## src/rtl/branch_resolve_pkg.sv

```systemverilog
// Shared constants for branch resolution: opcodes, condition encodings, FSM states.
package branch_resolve_pkg;

  localparam int BR_PC_W = 16;

  localparam logic [3:0] OP_B  = 4'b1100;
  localparam logic [3:0] OP_BR = 4'b1101;

  localparam logic [2:0] CC_NE     = 3'b000;
  localparam logic [2:0] CC_EQ     = 3'b001;
  localparam logic [2:0] CC_GT     = 3'b010;
  localparam logic [2:0] CC_LT     = 3'b011;
  localparam logic [2:0] CC_GTE    = 3'b100;
  localparam logic [2:0] CC_LTE    = 3'b101;
  localparam logic [2:0] CC_OVFL   = 3'b110;
  localparam logic [2:0] CC_UNCOND = 3'b111;

  typedef enum logic [1:0] {
    S_IDLE       = 2'd0,
    S_WAIT_FLAGS = 2'd1,
    S_REDIRECT   = 2'd2,
    S_FLUSH      = 2'd3
  } state_e;

endpackage

```

## src/rtl/branch_resolve_cond_eval.sv

```systemverilog
// Combinational condition-code evaluation against the Z/V/N flags.
module branch_cond_eval
  import branch_resolve_pkg::*;
(
  input  logic [2:0] i_ccc,
  input  logic       i_z,
  input  logic       i_v,
  input  logic       i_n,
  output logic       o_take
);

  always_comb begin
    o_take = 1'b0;
    case (i_ccc)
      CC_NE:     o_take = ~i_z;
      CC_EQ:     o_take = i_z;
      CC_GT:     o_take = ~i_z & ~i_n;
      CC_LT:     o_take = i_n;
      CC_GTE:    o_take = i_z | (~i_z & ~i_n);
      CC_LTE:    o_take = i_n | i_z;
      CC_OVFL:   o_take = i_v;
      CC_UNCOND: o_take = 1'b1;
      default:   o_take = 1'b0;
    endcase
  end

endmodule

```

## src/rtl/branch_resolve.sv

```systemverilog
// Resolves B/BR branches: stalls on pending flag writes, then redirects fetch and flushes.
// Optional BRANCH_STATS_EN adds saturating taken/not-taken counters.
module branch_resolve
  import branch_resolve_pkg::*;
#(
  parameter int FLUSH_CYCLES = 2,
  parameter int PC_W         = BR_PC_W
) (
  input  logic            clk,
  input  logic            rst,
  input  logic            valid_in,
  input  logic [3:0]      opCode,
  input  logic [2:0]      ccc,
  input  logic [8:0]      imm9,
  input  logic [PC_W-1:0] pc_plus2,
  input  logic [PC_W-1:0] rs_data,
  input  logic            Zf,
  input  logic            Vf,
  input  logic            Nf,
  input  logic            flag_wr_pending,
  output logic            stall,
  output logic            redirect,
  output logic [PC_W-1:0] target,
  output logic            flush,
  output logic            taken
`ifdef BRANCH_STATS_EN
  ,
  output logic [15:0]     br_taken_cnt,
  output logic [15:0]     br_nt_cnt
`endif
);

  localparam logic [2:0] FLUSH_LOAD = 3'(FLUSH_CYCLES - 1);

  state_e          r_state;
  logic [2:0]      r_cnt;
  logic [PC_W-1:0] r_target;
  logic            r_redirect;
  logic            r_flush;
  logic            r_taken;

  logic            w_is_br;
  logic            w_wait;
  logic            w_resolve;
  logic            w_cond;
  logic            w_go;
  logic [PC_W-1:0] w_sext;
  logic [PC_W-1:0] w_target;

  assign w_is_br = valid_in & ((opCode == OP_B) | (opCode == OP_BR));
  assign w_wait  = w_is_br & flag_wr_pending & (ccc != CC_UNCOND);
  // Only IDLE/WAIT_FLAGS look at decode; REDIRECT/FLUSH cycles carry wrong-path instructions.
  assign w_resolve = ((r_state == S_IDLE) | (r_state == S_WAIT_FLAGS)) & w_is_br & ~w_wait;
  assign w_go      = w_resolve & w_cond;

  assign w_sext   = {{(PC_W-9){imm9[8]}}, imm9};
  assign w_target = (opCode == OP_BR) ? rs_data : pc_plus2 + {w_sext[PC_W-2:0], 1'b0};

  branch_cond_eval u_cond (
    .i_ccc  (ccc),
    .i_z    (Zf),
    .i_v    (Vf),
    .i_n    (Nf),
    .o_take (w_cond)
  );

  // Stall is combinational so decode holds in the same cycle; reset forces it low at once.
  assign stall = rst & (((r_state == S_IDLE) & w_wait) |
                        ((r_state == S_WAIT_FLAGS) & flag_wr_pending));

  assign redirect = r_redirect;
  assign taken    = r_taken;
  assign flush    = r_flush;
  assign target   = r_target;

  always_ff @(posedge clk or negedge rst) begin
    if (!rst) begin
      r_state    <= S_IDLE;
      r_cnt      <= 3'd0;
      r_target   <= '0;
      r_redirect <= 1'b0;
      r_taken    <= 1'b0;
      r_flush    <= 1'b0;
    end else begin
      r_redirect <= 1'b0;
      r_taken    <= 1'b0;
      case (r_state)
        S_IDLE, S_WAIT_FLAGS: begin
          if (w_go) begin
            r_state    <= S_REDIRECT;
            r_target   <= w_target;
            r_redirect <= 1'b1;
            r_taken    <= 1'b1;
            r_flush    <= 1'b1;
            r_cnt      <= FLUSH_LOAD;
          end else if ((r_state == S_IDLE) ? w_wait : flag_wr_pending) begin
            r_state <= S_WAIT_FLAGS;
          end else begin
            r_state <= S_IDLE;
          end
        end
        default: begin
          if (r_cnt == 3'd0) begin
            r_state <= S_IDLE;
            r_flush <= 1'b0;
          end else begin
            r_state <= S_FLUSH;
            r_cnt   <= r_cnt - 3'd1;
          end
        end
      endcase
    end
  end

`ifdef BRANCH_STATS_EN
  logic [15:0] r_tk_cnt;
  logic [15:0] r_nt_cnt;

  always_ff @(posedge clk or negedge rst) begin
    if (!rst) begin
      r_tk_cnt <= 16'd0;
      r_nt_cnt <= 16'd0;
    end else if (w_resolve) begin
      if (w_cond) begin
        if (r_tk_cnt != 16'hFFFF) r_tk_cnt <= r_tk_cnt + 16'd1;
      end else begin
        if (r_nt_cnt != 16'hFFFF) r_nt_cnt <= r_nt_cnt + 16'd1;
      end
    end
  end

  assign br_taken_cnt = r_tk_cnt;
  assign br_nt_cnt    = r_nt_cnt;
`endif

endmodule
```

## config.mk

```make
export PLATFORM = sky130hd
export DESIGN_NAME = branch_resolve
export DESIGN_NICKNAME = d
export VERILOG_FILES = /design/src/rtl/branch_resolve_pkg.sv /design/src/rtl/branch_resolve_cond_eval.sv /design/src/rtl/branch_resolve.sv
export SDC_FILE = /design/constraint.sdc
export NUM_CORES = 1
export LEC_CHECK = 0
export ABC_CLOCK_PERIOD_IN_PS = 2400
export CAP_MARGIN = 20
export CORE_ASPECT_RATIO = 0.5
export CORE_MARGIN = 2
export CORE_UTILIZATION = 44
export DETAILED_ROUTE_END_ITERATION = 10
export HOLD_SLACK_MARGIN = 0.03
export PLACE_DENSITY_LB_ADDON = 0.12
export SLEW_MARGIN = 15
export SYNTH_ARGS = -nofsm -noshare
export SYNTH_HDL_FRONTEND = slang
export SYNTH_SLANG_ARGS = --single-unit
export TNS_END_PERCENT = 5
```

## constraint.sdc

```tcl
create_clock -name clk -period 2.4 [get_ports clk]
set_input_delay 0.36 -clock clk [delete_from_list [all_inputs] [get_ports clk]]
set_output_delay 0.36 -clock clk [all_outputs]
set_load 0.01 [all_outputs]
```

==> results_dict.tcl, run 1 <==
set metrics [dict create \
    status "completed" \
    worst-path-stages 9 \
    cp.required_ps 2550 \
    synth_top_area_share_pct 30.5 \
    p_int_mw 1.29 \
    fp.dieH_um 50.3 \
    wire_per_inst_um 14.4 \
    hold_viol 0 \
    gp_congestion 0.946 \
    synth_top_flop_cell "dfrtp_1" \
    grt_max_degree 27 \
    setup.worst_path.start_class "input pin" \
    cp_slowest_cell "clkdlybuf4s50_1" \
    clk_latency_ps 260 \
    clockBufferDepth 2 \
    synth_cell_types 45 \
    critical_path_class "in -> reg" \
    cellPowerDensity_nw_per_um2 641 \
    firstDrtPassIters 4 \
    detailed_place_hpwl_um 4530 \
    synthTopCellsByArea "dfrtp_1, ha_1, nand2_1, a21oi_1, nor2_1" \
    cts_buffers 3 \
    crit_family "simple AND/OR/NAND/NOR gates" \
    rr_worst_depth 7 \
    maxSlewViolCount 0 \
    tightest_slew_ps 358 \
    io_pins 75 \
    peakVddDrop_mv 0.324 \
    power.switching_uw 693 \
    ys_ff_latch 23 \
    fin_nets 418 \
    die_w_um 96.5 \
    swShare_pct 35.0 \
    timing.final.crit_period_ps 2300 \
    fmax_mhz 434 \
    synth_warnings 0 \
    drt_iter0_drc 124 \
    core_area_um2 4000 \
    wl_um 5730 \
    regArea_um2 576 \
    slowest_delay_ps 490 \
    hold_class "in -> async" \
    critPathCaptureType "flip-flop" \
    drc 0 \
    setup_viol 0 \
    power_frac_clock_pct 12.4 \
    syn_nets 304 \
    portBuffers 74 \
    max_cap_viol_count 0 \
    grt_first_pass_wirelength_um 9130 \
    antenna_cells 0 \
    worst_clock_skew_ps 2.05 \
    dieArea_um2 4850 \
    nFillCells 299 \
    initial_core_util_pct 47.1 \
    clockRootBuffer "clkbuf_8" \
    overflow 0 \
    sequentialPowerShare_pct 34.0 \
    yosys-top-cells-count "nand2_1, dfrtp_1, nor2_1" \
    vias 2141 \
    postLayoutCellArea_um2 3090 \
    period_share_pct 95.9 \
    path_buf_inv 2 \
    path_cells "clkdlybuf4s50_1, inv_1, fa_2, nor2b_2, o211ai_1, a21o_1, a21oi_2, nor3_1, or3b_1" \
    ctsHtreeMaxLevel 1 \
    area_growth_pct 63.7 \
    relSlewSlack_pct 76.1 \
    placed_area_um2 2980 \
    place_inst 394 \
    multi_input_area_um2 1280 \
    synth_most_common_cell "nand2_1" \
    track_usage_pct 24.4 \
    post-synth-top-area-cell "dfrtp_1" \
    fin_cells 399 \
    ant_nets 0 \
    clk_pin_slew_ps 80 \
    crit_arrival_ps 2450 \
    syn_area_per_cell_um2 8.12 \
    power_frac_comb_pct 53.6 \
    cts_tree "built" \
    antenna_found_initial 0 \
    vias_per_cell 5.37 \
    rows 16 \
    synth_cells 232 \
    grt_pass1_vias 2025 \
    cp_max_fo 3 \
    seq_area_frac_synth_pct 30.5 \
    clock-sinks 23 \
    p_leak_nw 1.39 \
    async_flop_share_pct 100 \
    synth-edff-count 0 \
    netlist_area_um2 1880 \
    final_layout_size_suffix_gt1_share_pct 18.3 \
]
==> worst paths after layout <==
path	start	end	slack, ps
worst min register to register	target[12]$_DFFE_PN0P_	target[12]$_DFFE_PN0P_	510
max in group asynchronous	rst	target[15]$_DFFE_PN0P_	1670
worst max-delay path	imm9[1]	target[13]$_DFFE_PN0P_	100
worst min-delay path	rst	target[0]$_DFFE_PN0P_	500
worst max register to register	r_state[1]$_DFF_PN0_	target[9]$_DFFE_PN0P_	260
min in group clk	target[12]$_DFFE_PN0P_	target[12]$_DFFE_PN0P_	510
==> power by group through the flow <==
stage	combinational [mW]	sequential, mW	clock [mW]
floorplan	0.404	0.730	0
global placement	0.993	0.668	0
detailed placement	1.03	0.677	0
CTS	1.05	0.670	0.249
global route	1.16	0.696	0.266
finish	1.06	0.672	0.245
==> through the flow <==
step,power (mW),utilization (%),hold WS [ps],TNS (ps),setup slack [ps]
finish,1.98,77.1,497,0,97.9
global route,2.12,77.1,521,-18.9,-18.9
CTS,1.97,75.9,507,-4.33,-4.33
detailed placement,1.71,74.4,490,-2000,-427
global placement,1.66,74.4,468,-1240,-375
floorplan,1.13,-,64.4,0,322
==> cell usage in the layout, fill, tap and decap left out, drive strengths merged, types with 3 or more instances in the layout <==
cell type / count
clkdlybuf4s50: 70
buf: 43
nand2: 30
nor2: 23
dfrtp: 23
a21oi: 19
ha: 16
nand3: 12
o21ai: 12
a31oi: 10
inv: 9
nor2b: 8
a21o: 7
nor3: 5
or3: 4
xor2: 4
nand2b: 3
o211ai: 3
clkbuf: 3
dlymetal6s2s: 3
a211oi: 3
==> area by class of cell <==
cell class / count / share of cell area, %
Timing Repair Buffer: 117 / 35.1
Tap cell: 54 / 2.19
Sequential cell: 23 / 18.7
Inverter: 9 / 1.09
Clock buffer: 3 / 1.34
Clock inverter: 1 / 0.162
Multi-Input combinational cell: 192 / 41.5
==> flip-flops by register name (all words and copies together), names as in the netlist <==
register,count
flush,1
r_cnt,3
r_state,2
taken,1
target,16
==> worst reg2reg max path, delay by kind of cell, from the launching register on <==
family	cells	cell delay, ps
DFF	1	470
AOI/OAI and AO/OA	3	820
buffers and inverters	2	440
and+or+nand+nor	2	320
==> repair_timing <==
action | 4_1_cts | 5_1_grt
gates resized for setup | 5 | 14
setup endpoints to repair | 3 | 6
hold buffers | 0 | 0
pin swaps | 0 | 8
setup buffers | 0 | 1
==> kinds of logic after synthesis <==
family | count (synthesis) | share of synthesized area (%)
XOR/XNOR | 6 | 2.79
flip-flops | 23 | 30.5
AND/OR/NAND/NOR | 99 | 25.8
buffers and inverters | 17 | 4.32
multiplexers | 3 | 1.66
AO/OA/AOI/OAI | 67 | 23.2
adder cells (fa/ha/maj) | 17 | 11.7
==> per-layer routing <==
layer / track usage, % / vias to the layer above / share of wire [%]
met5: 0 / - / 0
met4: 4.93 / 0 / 0.63
met3: 3.00 / 4 / 4.7
met2: 45.4 / 64 / 51
met1: 30.6 / 1007 / 44
li1: - / 1066 / -
Power figures use the tool's default switching activity.
==> run 2, diff against run 1 <==
--- a/config.mk
+++ b/config.mk
@@ -8,13 +8,13 @@
 export ABC_CLOCK_PERIOD_IN_PS = 2400
 export CAP_MARGIN = 20
 export CORE_ASPECT_RATIO = 0.5
-export CORE_MARGIN = 2
+export CORE_MARGIN = 1.5
 export CORE_UTILIZATION = 44
 export DETAILED_ROUTE_END_ITERATION = 10
 export HOLD_SLACK_MARGIN = 0.03
 export PLACE_DENSITY_LB_ADDON = 0.12
+export RECOVER_POWER = 25
 export SLEW_MARGIN = 15
 export SYNTH_ARGS = -nofsm -noshare
 export SYNTH_HDL_FRONTEND = slang
 export SYNTH_SLANG_ARGS = --single-unit
-export TNS_END_PERCENT = 5
==> results_dict.tcl, run 2 (synthesis gave the netlist of run 1 again) <==
set metrics [dict create \
    hold_end "r_cnt[0]$_DFFE_PN0P_" \
    power_frac_clock_pct 12.4 \
    die_w_um 95.5 \
    p_int_mw 1.29 \
    drt_iter0_drc 123 \
    p_leak_nw 1.43 \
    track_usage_pct 24.6 \
    detailed_place_hpwl_um 4460 \
    setup_viol 0 \
    cts_hold_buf 0 \
    reg2reg_slack_ps 340 \
    wire_per_inst_um 13.9 \
    holdCritStartpoint "r_cnt[0]$_DFFE_PN0P_" \
    maxSlewViolCount 0 \
    largest_register_ffs 16 \
    clock-sinks 23 \
    critical_path_class "in -> reg" \
    antenna_cells 0 \
    gp_congestion 0.867 \
    fmax_mhz 433 \
    busiest_layer "met2" \
    critPathCaptureType "flip-flop" \
    vias_per_cell 5.31 \
    swShare_pct 34.5 \
    crit_arrival_ps 2460 \
    grt_pass1_vias 2091 \
    firstDrtPassIters 4 \
    cellPowerDensity_nw_per_um2 629 \
    core_area_um2 4000 \
    relSlewSlack_pct 18.7 \
    mostFrequentLayoutCell "clkdlybuf4s50_1" \
    initial_core_util_pct 47.1 \
    met3_usage_pct 3.58 \
    hold_ws_ps 487 \
    cp_max_fo 3 \
    overflow 0 \
    clk_pin_slew_ps 90 \
    worstReg2RegEnd "target[9]$_DFFE_PN0P_" \
    rsz0062_at_grt "false" \
    hold_viol 0 \
    clockBufferDepth 2 \
    postLayoutCellArea_um2 3130 \
    grtUsageMet1_pct 31.4 \
    ant_nets 0 \
    setup.worst_path.start_class "input pin" \
    finalSetupTns_ps 0 \
    sequentialPowerShare_pct 34.2 \
    cts_tree "built" \
    clk_latency_ps 260 \
    drc 0 \
    timing.final.crit_period_ps 2310 \
    cp.required_ps 2550 \
    rows 16 \
    portBuffers 74 \
    ctsHtreeMaxLevel 1 \
    peakVddDrop_mv 0.377 \
    area_growth_pct 66.1 \
    r2r-start "r_state[1]$_DFF_PN0_" \
    cts_buffers 3 \
    tightest_slew_ps 1220 \
    power_frac_comb_pct 53.5 \
    clockRootBuffer "clkbuf_8" \
    worst_clock_skew_ps 4.50 \
    rr_worst_depth 7 \
    hold_depth 1 \
    grt_max_degree 24 \
    period_share_pct 96.2 \
    final_cell_mix "clkdlybuf4s50_1, buf_4, nand2_1" \
    final_layout_size_suffix_gt1_share_pct 18.6 \
    antenna_found_initial 0 \
    max_cap_viol_count 0 \
    io_pins 75 \
    fin_nets 423 \
    power.switching_uw 679 \
    nFillCells 289 \
    grt_first_pass_wirelength_um 9170 \
    fp.dieH_um 49.3 \
    placed_area_um2 2990 \
    wl_um 5630 \
    status "completed" \
    grt_use_met2_pct 44.1 \
    hold_class "reg -> reg" \
    vias 2144 \
    dieArea_um2 4710 \
]
==> run 2: changes by cell type in the layout (fill, tap and decap cells not counted), sizes merged <==
cell | previous run | this run
dlygate4sd3 | 0 | 1
dlymetal6s2s | 3 | 5
dlygate4sd2 | 1 | 0
buf | 43 | 47
clkdlybuf4s50 | 70 | 68
clkbuf | 3 | 4
==> run 2: routing by layer <==
layer / share of wire, % / vias to the layer above
met2: 50 / 64
met1: 43 / 996
met4: 0.92 / 0
met5: 0 / -
li1: - / 1078
met3: 5.4 / 6
==> run 2: power groups by stage <==
stage	clock network (mW)	logic, mW	registers (mW)
after floorplan	0	0.404	0.730
after global placement	0	0.996	0.667
after detailed placement	0	1.03	0.677
after CTS	0.248	1.04	0.671
after global routing	0.262	1.15	0.692
final	0.244	1.05	0.672
==> run 2: cell type report <==
cell class | instances | area (µm²) | area share [%]
Clock buffer | 3 | 41.3 | 1.32
Sequential cell | 23 | 576 | 18.4
Inverter | 9 | 33.8 | 1.08
Timing Repair Buffer | 122 | 1120 | 35.9
Clock inverter | 1 | 5.00 | 0.160
Multi-Input combinational cell | 192 | 1280 | 41.0
Tap cell | 54 | 67.6 | 2.16
==> run 2: stage by stage <==
step,utilization (%),instances,total power [mW],setup slack [ps]
2_1_floorplan,-,232,1.13,322
3_3_place_gp,74.8,396,1.66,-375
3_5_place_dp,74.8,396,1.70,-419
4_1_cts,76.6,400,1.96,-21.0
5_1_grt,78.2,404,2.11,7.29
6_report,78.2,404,1.97,91.4
==> run 2: worst max path at each step <==
stage	start	cells after the start	endpoint	slack, ps
after floorplan	imm9[0]	9	target[13]$_DFFE_PN0P_	320
after global placement	imm9[8]	9	target[14]$_DFFE_PN0P_	-370
after detailed placement	imm9[8]	9	target[14]$_DFFE_PN0P_	-420
after CTS	imm9[8]	9	target[14]$_DFFE_PN0P_	-20
after global routing	pc_plus2[7]	10	target[14]$_DFFE_PN0P_	7
final	imm9[1]	9	target[13]$_DFFE_PN0P_	90
==> run 2: repair_timing <==
item,CTS,global route
buffers inserted,0,4
gates resized for setup,7,11
endpoints found under the setup margin,4,4
pin swaps,0,8
==> run 2: worst max-delay path, stage by stage <==
cell	delay, ps
clkdlybuf4s50_1	490
inv_1	70
fa_2	410
nor2b_2	150
o211ai_1	160
a21o_1	240
a21oi_2	160
nor3_1	60
or3b_1	360
